`src/rtl/seg_scan_pkg.sv`:
```
// Shared constants and types for the segment scan controller.
// The optional blink feature is enabled by defining SEG_SCAN_BLINK_EN.
package seg_scan_pkg;

   localparam logic [7:0] SEG_BLANK = 8'h00;

   // {a,b,c,d,e,f,g,dp} patterns for BCD 0..9, dp bit clear
   localparam logic [7:0] SEG_PAT [0:9] = '{
      8'hFC, 8'h60, 8'hDA, 8'hF2, 8'h66,
      8'hB6, 8'hBE, 8'hE0, 8'hFE, 8'hF6
   };

   typedef enum logic {BLANK, SHOW} scan_state_t;

endpackage

```
`src/rtl/bcd2seven_seg.sv`:
```
// BCD to 7-segment decoder; codes 10..15 decode to all segments off.
module bcd2seven_seg
   import seg_scan_pkg::*;
(
   input  logic [3:0] bcd,
   output logic [7:0] seg
);

   always_comb begin
      seg = SEG_BLANK;
      if (bcd < 4'd10) seg = SEG_PAT[bcd];
   end

endmodule

```
`src/rtl/seg_scan_ctrl.sv`:
```
// Multiplexed 7-segment scan controller with blank gaps, leading-zero
// suppression and frame-aligned loads. SEG_SCAN_BLINK_EN adds per-digit blinking.
module seg_scan_ctrl
   import seg_scan_pkg::*;
#(
   parameter int NUM_DIGITS   = 4,
   parameter int REFRESH_DIV  = 50000,
   parameter int BLANK_CYCLES = 500
`ifdef SEG_SCAN_BLINK_EN
   ,
   parameter int BLINK_FRAMES = 64
`endif
)(
   input  logic                    clk,
   input  logic                    rst,
   input  logic [4*NUM_DIGITS-1:0] digits_in,
   input  logic [NUM_DIGITS-1:0]   dp_in,
   input  logic                    lz_en,
`ifdef SEG_SCAN_BLINK_EN
   input  logic [NUM_DIGITS-1:0]   blink_mask,
`endif
   input  logic                    load_valid,
   output logic                    load_ready,
   output logic [7:0]              SEG_DATA,
   output logic [NUM_DIGITS-1:0]   DIGIT_SEL,
   output logic                    frame_done
);

   localparam int CW = (REFRESH_DIV > 1) ? $clog2(REFRESH_DIV) : 1;
   localparam int IW = (NUM_DIGITS > 1) ? $clog2(NUM_DIGITS) : 1;
   localparam logic [CW-1:0] CNT_LAST  = CW'(REFRESH_DIV - 1);
   localparam logic [CW-1:0] BLANK_LEN = CW'(BLANK_CYCLES);
   localparam logic [IW-1:0] IDX_LAST  = IW'(NUM_DIGITS - 1);

   logic [CW-1:0] cnt, cnt_nxt;
   logic [IW-1:0] idx, idx_nxt;
   scan_state_t   state, state_nxt;

   logic [NUM_DIGITS-1:0][3:0] shadow, pend;
   logic [NUM_DIGITS-1:0]      shadow_dp, pend_dp;
   logic                       pend_full;

   logic                  slot_end, frame_end;
   logic [NUM_DIGITS-1:0] supp, sel_oh;
   logic                  lead;
   logic [3:0]            cur_bcd;
   logic [7:0]            dec_seg, seg_val;

   assign slot_end   = (cnt == CNT_LAST);
   assign frame_end  = slot_end && (idx == IDX_LAST);
   assign load_ready = !pend_full;

   always_ff @(posedge clk) begin
      if (rst) begin
         cnt   <= '0;
         idx   <= '0;
         state <= BLANK;
      end else begin
         cnt   <= cnt_nxt;
         idx   <= idx_nxt;
         state <= state_nxt;
      end
   end

   always_comb begin
      cnt_nxt = cnt + 1'b1;
      idx_nxt = idx;
      if (slot_end) begin
         cnt_nxt = '0;
         idx_nxt = (idx == IDX_LAST) ? '0 : idx + 1'b1;
      end
      state_nxt = (cnt_nxt < BLANK_LEN) ? BLANK : SHOW;
   end

   // Shadow only changes at the frame wrap so a frame never mixes two loads
   always_ff @(posedge clk) begin
      if (rst) begin
         shadow    <= '0;
         shadow_dp <= '0;
         pend      <= '0;
         pend_dp   <= '0;
         pend_full <= 1'b0;
      end else if (frame_end && pend_full) begin
         shadow    <= pend;
         shadow_dp <= pend_dp;
         pend_full <= 1'b0;
      end else if (load_valid && !pend_full) begin
         pend      <= digits_in;
         pend_dp   <= dp_in;
         pend_full <= 1'b1;
      end
   end

   // A zero stays dark only while everything above it is dark; a dp breaks the run
   always_comb begin
      supp = '0;
      lead = 1'b1;
      for (int i = NUM_DIGITS - 1; i >= 1; i--) begin
         lead    = lead && (shadow[i] == 4'd0) && !shadow_dp[i];
         supp[i] = lead && lz_en;
      end
   end

   assign cur_bcd = shadow[idx];

   bcd2seven_seg u_dec (
      .bcd (cur_bcd),
      .seg (dec_seg)
   );

`ifdef SEG_SCAN_BLINK_EN
   localparam int FW = (BLINK_FRAMES > 1) ? $clog2(BLINK_FRAMES) : 1;
   logic [FW-1:0] fcnt;
   logic          blink_on;

   always_ff @(posedge clk) begin
      if (rst) begin
         fcnt     <= '0;
         blink_on <= 1'b1;
      end else if (frame_end) begin
         if (fcnt == FW'(BLINK_FRAMES - 1)) begin
            fcnt     <= '0;
            blink_on <= !blink_on;
         end else begin
            fcnt <= fcnt + 1'b1;
         end
      end
   end
`endif

   always_comb begin
      sel_oh      = '0;
      sel_oh[idx] = 1'b1;
      seg_val     = dec_seg | {7'b0, shadow_dp[idx]};
      if (supp[idx]) seg_val = SEG_BLANK;
`ifdef SEG_SCAN_BLINK_EN
      if (!blink_on && blink_mask[idx]) seg_val = SEG_BLANK;
`endif
   end

   always_ff @(posedge clk) begin
      if (rst) begin
         SEG_DATA   <= SEG_BLANK;
         DIGIT_SEL  <= '0;
         frame_done <= 1'b0;
      end else begin
         if (state == SHOW) begin
            SEG_DATA  <= seg_val;
            DIGIT_SEL <= sel_oh;
         end else begin
            SEG_DATA  <= SEG_BLANK;
            DIGIT_SEL <= '0;
         end
         frame_done <= (cnt_nxt == CNT_LAST) && (idx_nxt == IDX_LAST);
      end
   end

endmodule

```
`config.mk`:
```
export PLATFORM = sky130hd
export DESIGN_NAME = seg_scan_ctrl
export DESIGN_NICKNAME = d
export VERILOG_FILES = /design/src/rtl/seg_scan_pkg.sv /design/src/rtl/bcd2seven_seg.sv /design/src/rtl/seg_scan_ctrl.sv
export SDC_FILE = /design/constraint.sdc
export NUM_CORES = 1
export LEC_CHECK = 0
export ABC_AREA = 1
export BUFFER_PORTS_ARGS = -buffer_cell sky130_fd_sc_hd__clkbuf_2
export CAP_MARGIN = 20
export CORE_MARGIN = 8
export CORE_UTILIZATION = 45
export CTS_BUF_LIST = sky130_fd_sc_hd__clkbuf_8
export CTS_CLUSTER_DIAMETER = 150
export DETAILED_ROUTE_END_ITERATION = 8
export PLACE_DENSITY_LB_ADDON = 0.08
export RECOVER_POWER = 100
export SYNTH_ARGS = -nofsm -noshare
export SYNTH_HDL_FRONTEND = slang
export SYNTH_SLANG_ARGS = --single-unit
```
`constraint.sdc`:
```
create_clock -name clk -period 2.56 [get_ports clk]
set_input_delay 0.512 -clock clk [delete_from_list [all_inputs] [get_ports clk]]
set_output_delay 0.512 -clock clk [all_outputs]
set_load 0.005 [all_outputs]
```
==> out/metrics.cfg <==
[power_and_ir_drop]
p_total_mw=2.10
peakVddDrop_uv=369
leakage_nw=1.69
power.density_mw_per_mm2=558

[global_routing]
track_usage=0.161
grt_pass1_vias=2961
grt_start_max_net_pins=42
grt-ovfl-total=0
antenna_found_initial=0
grt_pass1_wl_um=13400

[hold_path]
hold_class=in2reg

[synthesis]
synth_area_leader_cell=dfxtp_1
syn_area_mm2=0.00335
yosysSeqAreaShare=0.436
netlist_instances=470
synth_warnings=0
synthesis.nets=505
yosysUniqueCellTypes=34
synth_area_per_cell_um2=7.13
synth_top_area_share=0.436
synth_seq_cells=73
ys_top_cells_by_area=dfxtp_1 44%, nor2_1 13%, nand2_1 7.8%

[cells_and_area]
final_core_util=0.520
area_delta_synth_final_pct=12.1
stdcell_count=611
finalNetCount=542
drive_above_1_share=0.137
n_antenna_cell=0

[place]
place_congestion=0.859
io_buffers=37
hpwl_um=5670
place_inst=595

[die]
fp-row-count=31
start_util=0.464
die_area_mm2=0.0105
die_y_um=102
pin_count=38
die_w_um=102
core_area_mm2=0.00721

[timing]
hold_viol=0
slew_viol_final=0
finalSetupTns_ns=0
whs_ns=0.395
fmax_mhz=468
post-route-min-period_ns=2.14
tightest_slew_ns=0.719
period_share=0.834
fin_skew_ns=0.0152
slew_headroom=0.519
rsz0062_at_grt=no
finalSetupViolCount=0

[drt]
dr.max_layer_used=met4
first_pass_iters=4
viasPerCell=4.86
drtIter0Drc=155
met2_length_um=3560
detail-route-antenna-nets=0
drc=0
met3_wirelength_um=275
drt_wl_total_um=7720
via_count=2969
post_drt_wl_per_cell_um=12.6
drt-met1-wl_um=3780

[clock_network]
path_clk_slew_ns=0.09
numCtsBuffers=9
cts_tree=done
clock-sinks=73
cts_buffer_depth=2
cts_max_level=3
cts-root-buf=clkbuf_8
worstSkewPairLatency_ns=0.35
hold_buffers=0

[critical_path]
required_ns=2.83
endpoint_kind=register
path_max_fanout=12
worstPathArrival_ns=2.41
crit_type=reg2reg
setup.worst_path.start_class=register

[flow_run]
maxCapViolCount=0

[run_status]
status=complete, no violations

-- final timing paths --
path / slack [ns] / from / to / cells past startpoint
worst max-delay path: 0.42 / cnt[0]$_SDFF_PP0_ / shadow[10]$_SDFFE_PP0P_ / 8
worst min-delay path: 0.40 / digits_in[5] / pend[5]$_SDFFE_PP0P_ / 3
worst max register to register: 0.42 / cnt[0]$_SDFF_PP0_ / shadow[10]$_SDFFE_PP0P_ / 8
worst min register to register: 0.46 / pend[9]$_SDFFE_PP0P_ / pend[9]$_SDFFE_PP0P_ / 2
-- layout by cell type, fill, tap and decap left out, types with 3 or more instances in the layout --
master and n:
a21oi_1 20, clkbuf_1 9, clkbuf_2 30, clkbuf_8 10, clkinv_2 3, clkinvlp_4 3, dfxtp_1 72, ha_1 11
inv_1 46, nand2_1 71, nand3_1 29, nand4_1 7, nor2_1 116, nor2_2 11, nor3_1 4, o21ai_0 45
o21bai_1 4
-- per-layer routing --
layer	GRT usage	vias up
li1	-	1570
met1	0.200	1331
met2	0.267	57
met3	0.0354	11
met4	0.0553	0
met5	0	-
-- stage by stage --
step           instance area, µm²  setup slack [ns]
2_1_floorplan                3350             0.786
3_3_place_gp                 3610             0.289
3_5_place_dp                 3610             0.257
4_1_cts                      3780             0.248
5_1_grt                      3750             0.181
6_report                     3750             0.424
-- cells by family after synthesis --
logic type	share of synthesized area
AO/OA/AOI/OAI	0.124
XOR/XNOR	0.00261
adder cells (fa/ha/maj)	0.0411
buffers and inverters	0.0810
flip-flops	0.436
AND/OR/NAND/NOR	0.316
-- synth_stat cells (all sizes together) --
cell	count
nor2	127
nor3	5
o21bai	4
nand3	29
a32o	1
and2	1
nand2	72
or2	2
clkbuf	8
clkinv	1
a32oi	1
nor4	1
ha	11
inv	48
buf	7
xor2	1
dfxtp	73
o22ai	1
a21oi	20
nand4	7
o211ai	2
o21ai	47
nand3b	1
-- worst max-delay path, cell delays in order, from the launching register on --
cell and delay, ns:
dfxtp_1 0.38, ha_1 0.25, nand3_1 0.20, nor2_1 0.19, nand2_1 0.17, nor3_4 0.23, clkbuf_1 0.37, o21ai_0 0.14
a21oi_1 0.12
-- final cells by class --
class / instances / area, µm²
clock buffer: 10 / 138
clock inverter: 6 / 41.3
fill: 787 / 3460
inverter: 49 / 188
multi-input combinational: 333 / 1600
sequential: 73 / 1460
tap: 99 / 124
timing repair buffer: 41 / 199
-- report_power, final --
group	switching, mW	internal [mW]
combinational	0.0571	0.0360
clock	0.444	0.378
sequential	0.0165	1.16
total	0.517	1.58
-- what timing repair did --
action	in CTS	in global routing
buffers inserted	0	0
resized for setup	0	2
setup endpoints to repair	0	4
-- sequential cells by signal, summed over array words and instances, names as in the netlist, 2 cells and up --
signal     flops
idx            2
SEG_DATA       8
shadow        16
pend_dp        4
DIGIT_SEL      4
pend          16
cnt           16
shadow_dp      4
Power figures use the tool's default switching activity.
